--- src/rtl/mult_pkg.sv ---
// Shared definitions for the shift-add signed multiplier datapath.
// Provides the default operand width and the command encoding.
// Command priority is Clr_Ld > ClrA > Sub > Add > Shift. HOLD means
// that no command is asserted.
package mult_pkg;

  localparam int unsigned WIDTH_DEFAULT = 8;

  typedef enum logic [2:0] {
    CLR_LD,
    CLR_A,
    SUB,
    ADD,
    SHIFT,
    HOLD
  } cmd_e;

  // Collapse the one-hot-ish command strobes into a single operation.
  function automatic cmd_e decode_cmd(input logic clr_ld, input logic clr_a,
                                      input logic sub, input logic add,
                                      input logic shift);
    if (clr_ld)     return CLR_LD;
    else if (clr_a) return CLR_A;
    else if (sub)   return SUB;
    else if (add)   return ADD;
    else if (shift) return SHIFT;
    else            return HOLD;
  endfunction

endpackage

--- src/rtl/addsub9.sv ---
// Signed add/subtract on W-bit operands (WIDTH+1 with sign extension).
// Ports:
//   a   - minuend / augend
//   b   - subtrahend / addend
//   sub - 1: sum = a - b, 0: sum = a + b
//   sum - W-bit result; carry beyond bit W-1 is discarded
module addsub9 #(
  parameter int unsigned W = 9
) (
  input  logic [W-1:0] a,
  input  logic [W-1:0] b,
  input  logic         sub,
  output logic [W-1:0] sum
);

  logic [W-1:0] w_b_eff;
  logic [W-1:0] w_cin;

  // Subtraction is a + ~b + 1. The +1 enters as a zero-extended carry-in.
  assign w_b_eff = sub ? ~b : b;
  assign w_cin   = {{(W-1){1'b0}}, sub};
  assign sum     = a + w_b_eff + w_cin;

endmodule

--- src/rtl/mult_datapath.sv ---
// Register datapath for an upstream-sequenced shift-add signed multiplier.
// The datapath holds the registers X (sign-extension bit), A (upper product
// half) and B (multiplier / lower product half).
// Ports:
//   Clk      - clock; all state changes on the rising edge
//   Reset_n  - asynchronous active-low reset; clears X, A and B
//   S        - switch operand (multiplicand for Add/Sub, multiplier for load)
//   Clr_Ld   - clear X and A, load B from S
//   ClrA     - clear X and A only
//   Add, Sub - {X,A} <= A +/- S (signed, WIDTH+1 bits)
//   Shift    - arithmetic right shift of X:A:B (X unchanged)
//   Aval     - register A
//   Bval     - register B
//   X        - register X
//   M        - B[0]
//   Product  - {A,B}
module mult_datapath
  import mult_pkg::*;
#(
  parameter int unsigned WIDTH = WIDTH_DEFAULT
) (
  input  logic               Clk,
  input  logic               Reset_n,
  input  logic [WIDTH-1:0]   S,
  input  logic               Clr_Ld,
  input  logic               ClrA,
  input  logic               Add,
  input  logic               Sub,
  input  logic               Shift,
  output logic [WIDTH-1:0]   Aval,
  output logic [WIDTH-1:0]   Bval,
  output logic               X,
  output logic               M,
  output logic [2*WIDTH-1:0] Product
);

  logic             r_x;
  logic [WIDTH-1:0] r_a;
  logic [WIDTH-1:0] r_b;

  cmd_e             w_cmd;
  logic [WIDTH:0]   w_sum;

  assign w_cmd = decode_cmd(Clr_Ld, ClrA, Sub, Add, Shift);

  // Both operands are sign-extended by one bit so that the result's top bit
  // is the correct new sign for X.
  addsub9 #(
    .W(WIDTH + 1)
  ) u_addsub (
    .a  ({r_a[WIDTH-1], r_a}),
    .b  ({S[WIDTH-1], S}),
    .sub(w_cmd == SUB),
    .sum(w_sum)
  );

  always_ff @(posedge Clk or negedge Reset_n) begin
    if (!Reset_n) begin
      r_x <= 1'b0;
      r_a <= '0;
      r_b <= '0;
    end else begin
      case (w_cmd)
        CLR_LD: begin
          r_x <= 1'b0;
          r_a <= '0;
          r_b <= S;
        end
        CLR_A: begin
          r_x <= 1'b0;
          r_a <= '0;
        end
        SUB, ADD: begin
          r_x <= w_sum[WIDTH];
          r_a <= w_sum[WIDTH-1:0];
        end
        SHIFT: begin
          r_a <= {r_x, r_a[WIDTH-1:1]};
          r_b <= {r_a[0], r_b[WIDTH-1:1]};
        end
        default: ;
      endcase
    end
  end

  assign Aval    = r_a;
  assign Bval    = r_b;
  assign X       = r_x;
  assign M       = r_b[0];
  assign Product = {r_a, r_b};

endmodule

--- config.mk ---
export PLATFORM = sky130hd
export DESIGN_NAME = mult_datapath
export DESIGN_NICKNAME = d
export VERILOG_FILES = /design/src/rtl/mult_pkg.sv /design/src/rtl/addsub9.sv /design/src/rtl/mult_datapath.sv
export SDC_FILE = /design/constraint.sdc
export NUM_CORES = 1
export LEC_CHECK = 0
export ABC_AREA = 1
export BUFFER_PORTS_ARGS = -buffer_cell sky130_fd_sc_hd__clkbuf_2
export CORE_ASPECT_RATIO = 1.25
export CORE_MARGIN = 3
export CORE_UTILIZATION = 49
export DETAILED_ROUTE_END_ITERATION = 7
export PLACE_DENSITY = 0.81
export SLEW_MARGIN = 25
export SYNTH_ARGS = -nofsm -noshare
export SYNTH_HDL_FRONTEND = slang
export SYNTH_SLANG_ARGS = --single-unit
export TNS_END_PERCENT = 5
--- constraint.sdc ---
create_clock -name Clk -period 2.1 [get_ports Clk]
set_clock_uncertainty 0.2 [all_clocks]
set_input_delay 0.21 -clock Clk [delete_from_list [all_inputs] [get_ports Clk]]
set_output_delay 0.21 -clock Clk [all_outputs]
set_load 0.1 [all_outputs]
==> results.yml <==
worst_setup_path:
  worst-endpoint-required_ps: 2080
  end_kind: "flip-flop"
  r2r-start: "Aval[0]"
  critPathLaunch: "S[3]"
  cp_num_buf_inv: 1
  cp_top_family: "buffers and inverters"
  cp_slowest_stage_delay_ps: 590
  cp_max_fo: 3
  cp_cell_sequence: "dlygate4sd3_1, xnor2_1, ha_1, nand2_2, o21a_1, or2_2, nand3_2, nand3_1"
  arrival_ps: 2000
  cp_slowest_cell: "dlygate4sd3_1"
  worstSetupStartpointType: "primary input"
  path_class: "in -> reg"
drt:
  wirelength_um: 3219
  viasPerCell: 5.170
  wl_per_cell_um: 13.03
  vias: 1277
  dr.first_iter.drc_count: 51
  first_pass_iters: 7
  ant_nets: 0
  drc: 0
placement:
  gp_congestion: 0.8436
  dp_slack_ps: -50.98
  place_hpwl_um: 2490
  dp_cells: 240
  io_buffers: 48
grt:
  first_global_vias: 1208
  grt_max_degree: 18
  gr-usage-all-layers: 0.2038
  antenna_found_initial: 0
  grt_pass1_wl_um: 5216
  gr-total-overflow: 0
sta:
  tightest_slew_ps: 542.1
  finalWorstSetupSlack_ps: 80.42
  setup_viol: 0
  hold_viol_final: 1
  slew_violations: 0
  layout_min_cycle_time_ps: 2020
  slew_headroom: 0.6401
  rsz0062_at_grt: "false"
  fin_crit_sh: 0.9617
  setup_tns_ps: 0
  fmaxAchievable_mhz: 495.2
  timing.hold.ws_ps: -0.8421
outcome:
  status: "finished, violations left"
  violations: "hold timing"
final_layout:
  n_fill_cell: 246
  mostFrequentLayoutCells: "46 x clkbuf_2, 31 x nand2_1, 22 x inv_1"
  final_util: 0.6540
  drive_above_1_share: 0.3925
  area_growth_pct: 22.54
  nets: 238
  fin_cells: 247
  diodes: 0
  final_common_cell: "clkbuf_2"
yosys:
  synth_warnings: 0
  yosysTopAreaCell: "dfrtp_1"
  synth_cell_types: 31
  syn_nets: 191
  ys_ff_latch: 17
  synth_top_area_frac: 0.3154
  syn_area_mm2: 0.001349
  netlist_instances: 168
  ys_seq_area_frac: 0.3154
  avgSynthCellArea_um2: 8.029
  synth.top_cells.by_area: "dfrtp_1 32%, buf_4 10%, nand2_1 9.2%"
die:
  die_w_um: 52.93
  start_util: 0.5337
  io_pins: 49
  dieArea_mm2: 0.003422
  core-area_mm2: 0.002527
  num_rows: 20
  fp.dieH_um: 64.66
pwr:
  swShare: 0.5606
  p_per_area_mw_per_mm2: 781.8
  p_sw_w: 0.0007244
  p_int_w: 0.0005678
  leakagePower_nw: 0.8785
  p_comb_frac: 0.555
  ir_drop_mv: 0.4906
  pwr-share-seq: 0.301
  p_clk_frac: 0.143
cts:
  clk_pin_slew_ps: 110
  htree_levels: 1
  cts_buffer_depth: 2
  cts_tree: "yes"
  clock_sinks: 17
  cts_inserted_buffers: 3
  clock_latency_ps: 300
  cts-root-buf: "clkbuf_4"
min_path:
  hp-class: "in -> reg"
  min_from: "S[7]"
job:
  maxCapViolations: 0
Yosys cell counts:
| master | count |
|---|---|
| nand2_1 | 33 |
| o21a_1 | 2 |
| nand3_2 | 1 |
| nand3_1 | 9 |
| or2_2 | 1 |
| o21ai_0 | 11 |
| dfrtp_1 | 17 |
| nor2_4 | 1 |
| buf_4 | 18 |
| nand2_2 | 1 |
| clkinv_4 | 1 |
| buf_6 | 1 |
| a22oi_1 | 8 |
| fa_1 | 1 |
| a21boi_0 | 1 |
| ha_1 | 7 |
| o211ai_1 | 3 |
| a221oi_1 | 1 |
| xor2_1 | 1 |
| o41ai_2 | 1 |
| o21bai_2 | 1 |
| nor2_2 | 1 |
| inv_1 | 23 |
| xnor2_1 | 6 |
| nor2_1 | 5 |
| nand3_4 | 1 |
| inv_2 | 1 |
| o22ai_1 | 1 |
| nor3_4 | 1 |
| nor3_1 | 1 |
| a21oi_1 | 8 |
metrics by stage:
stage / cell area [µm²] / hold WS (ps) / power [W]
after global placement: 1574 / -26.38 / 0.001088
after floorplan: 1364 / -285.6 / 0.001001
after global routing: 1653 / 17.45 / 0.001351
final: 1653 / -0.8421 / 0.001292
after detailed placement: 1574 / -18.09 / 0.001099
after CTS: 1642 / 4.322 / 0.001290
area by class of cell:
class,count,area [µm²],share of cell area
clock buffers,3,22.52,0.01363
repair buffers,61,352.8,0.2135
inverters,25,98.84,0.05980
well taps,33,41.29,0.02498
multi-input cells,107,694.4,0.4201
flip-flops and latches,17,437.9,0.2650
clock inverters,1,5.005,0.003028
state kept, by name, indices dropped and copies added, names as in the netlist:
register  count
X             1
Bval          8
Aval          8
power groups by stage:
stage	sequential (W)	clock, W	combinational (W)
4_1_cts	0.000390	0.000189	0.000710
3_5_place_dp	0.000396	0	0.000703
2_1_floorplan	0.000597	0	0.000405
5_1_grt	0.000396	0.000204	0.000752
3_3_place_gp	0.000395	0	0.000693
6_report	0.000390	0.000185	0.000717
layer usage:
| layer | routed length, µm | global-route usage | vias up |
|---|---|---|---|
| li1 | - | - | 630 |
| met5 | 0 | 0 | - |
| met4 | 30 | 0.06709 | 0 |
| met1 | 1227 | 0.2340 | 598 |
| met2 | 1764 | 0.3789 | 45 |
| met3 | 196 | 0.02069 | 4 |
timing repair:
action                                 4_1_cts  5_1_grt
gates resized for setup                      0        5
setup endpoints to repair                    0        3
hold buffers                                 4        0
endpoints found under the hold margin       20        0
buffers inserted                             0        1
worst paths after layout:
| check | end | slack [ps] | cells after the start |
|---|---|---|---|
| hold / removal | Bval[7] | -0.8 | 3 |
| setup reg to reg | Aval[4] | 100 | 9 |
| setup / recovery | Aval[4] | 80 | 8 |
| hold reg to reg | Aval[7] | 330 | 2 |
| max in group asynchronous | Aval[0] | 1180 | 2 |
| min in group asynchronous | Aval[1] | 170 | 2 |
worst register-to-register path, cell delays in order (launching register included):
cell and delay [ps]:
dfrtp_4 440, nand2_2 50, inv_1 50, o21bai_2 100, inv_1 70, fa_2 360, o21a_1 210, or2_2 280
nand3_2 60, nand3_1 70
cell families (layout without fill, tap and decap cells):
| kind of cell | after synthesis | count (layout) | share of synthesized area |
|---|---|---|---|
| fa+ha+maj | 8 | 8 | 0.07977 |
| compound gates | 37 | 37 | 0.1800 |
| simple gates | 55 | 55 | 0.1976 |
| xor+xnor | 7 | 7 | 0.04546 |
| buf+inv | 44 | 90 | 0.1818 |
| flops | 17 | 17 | 0.3154 |
(Power assumes the default switching activity.)
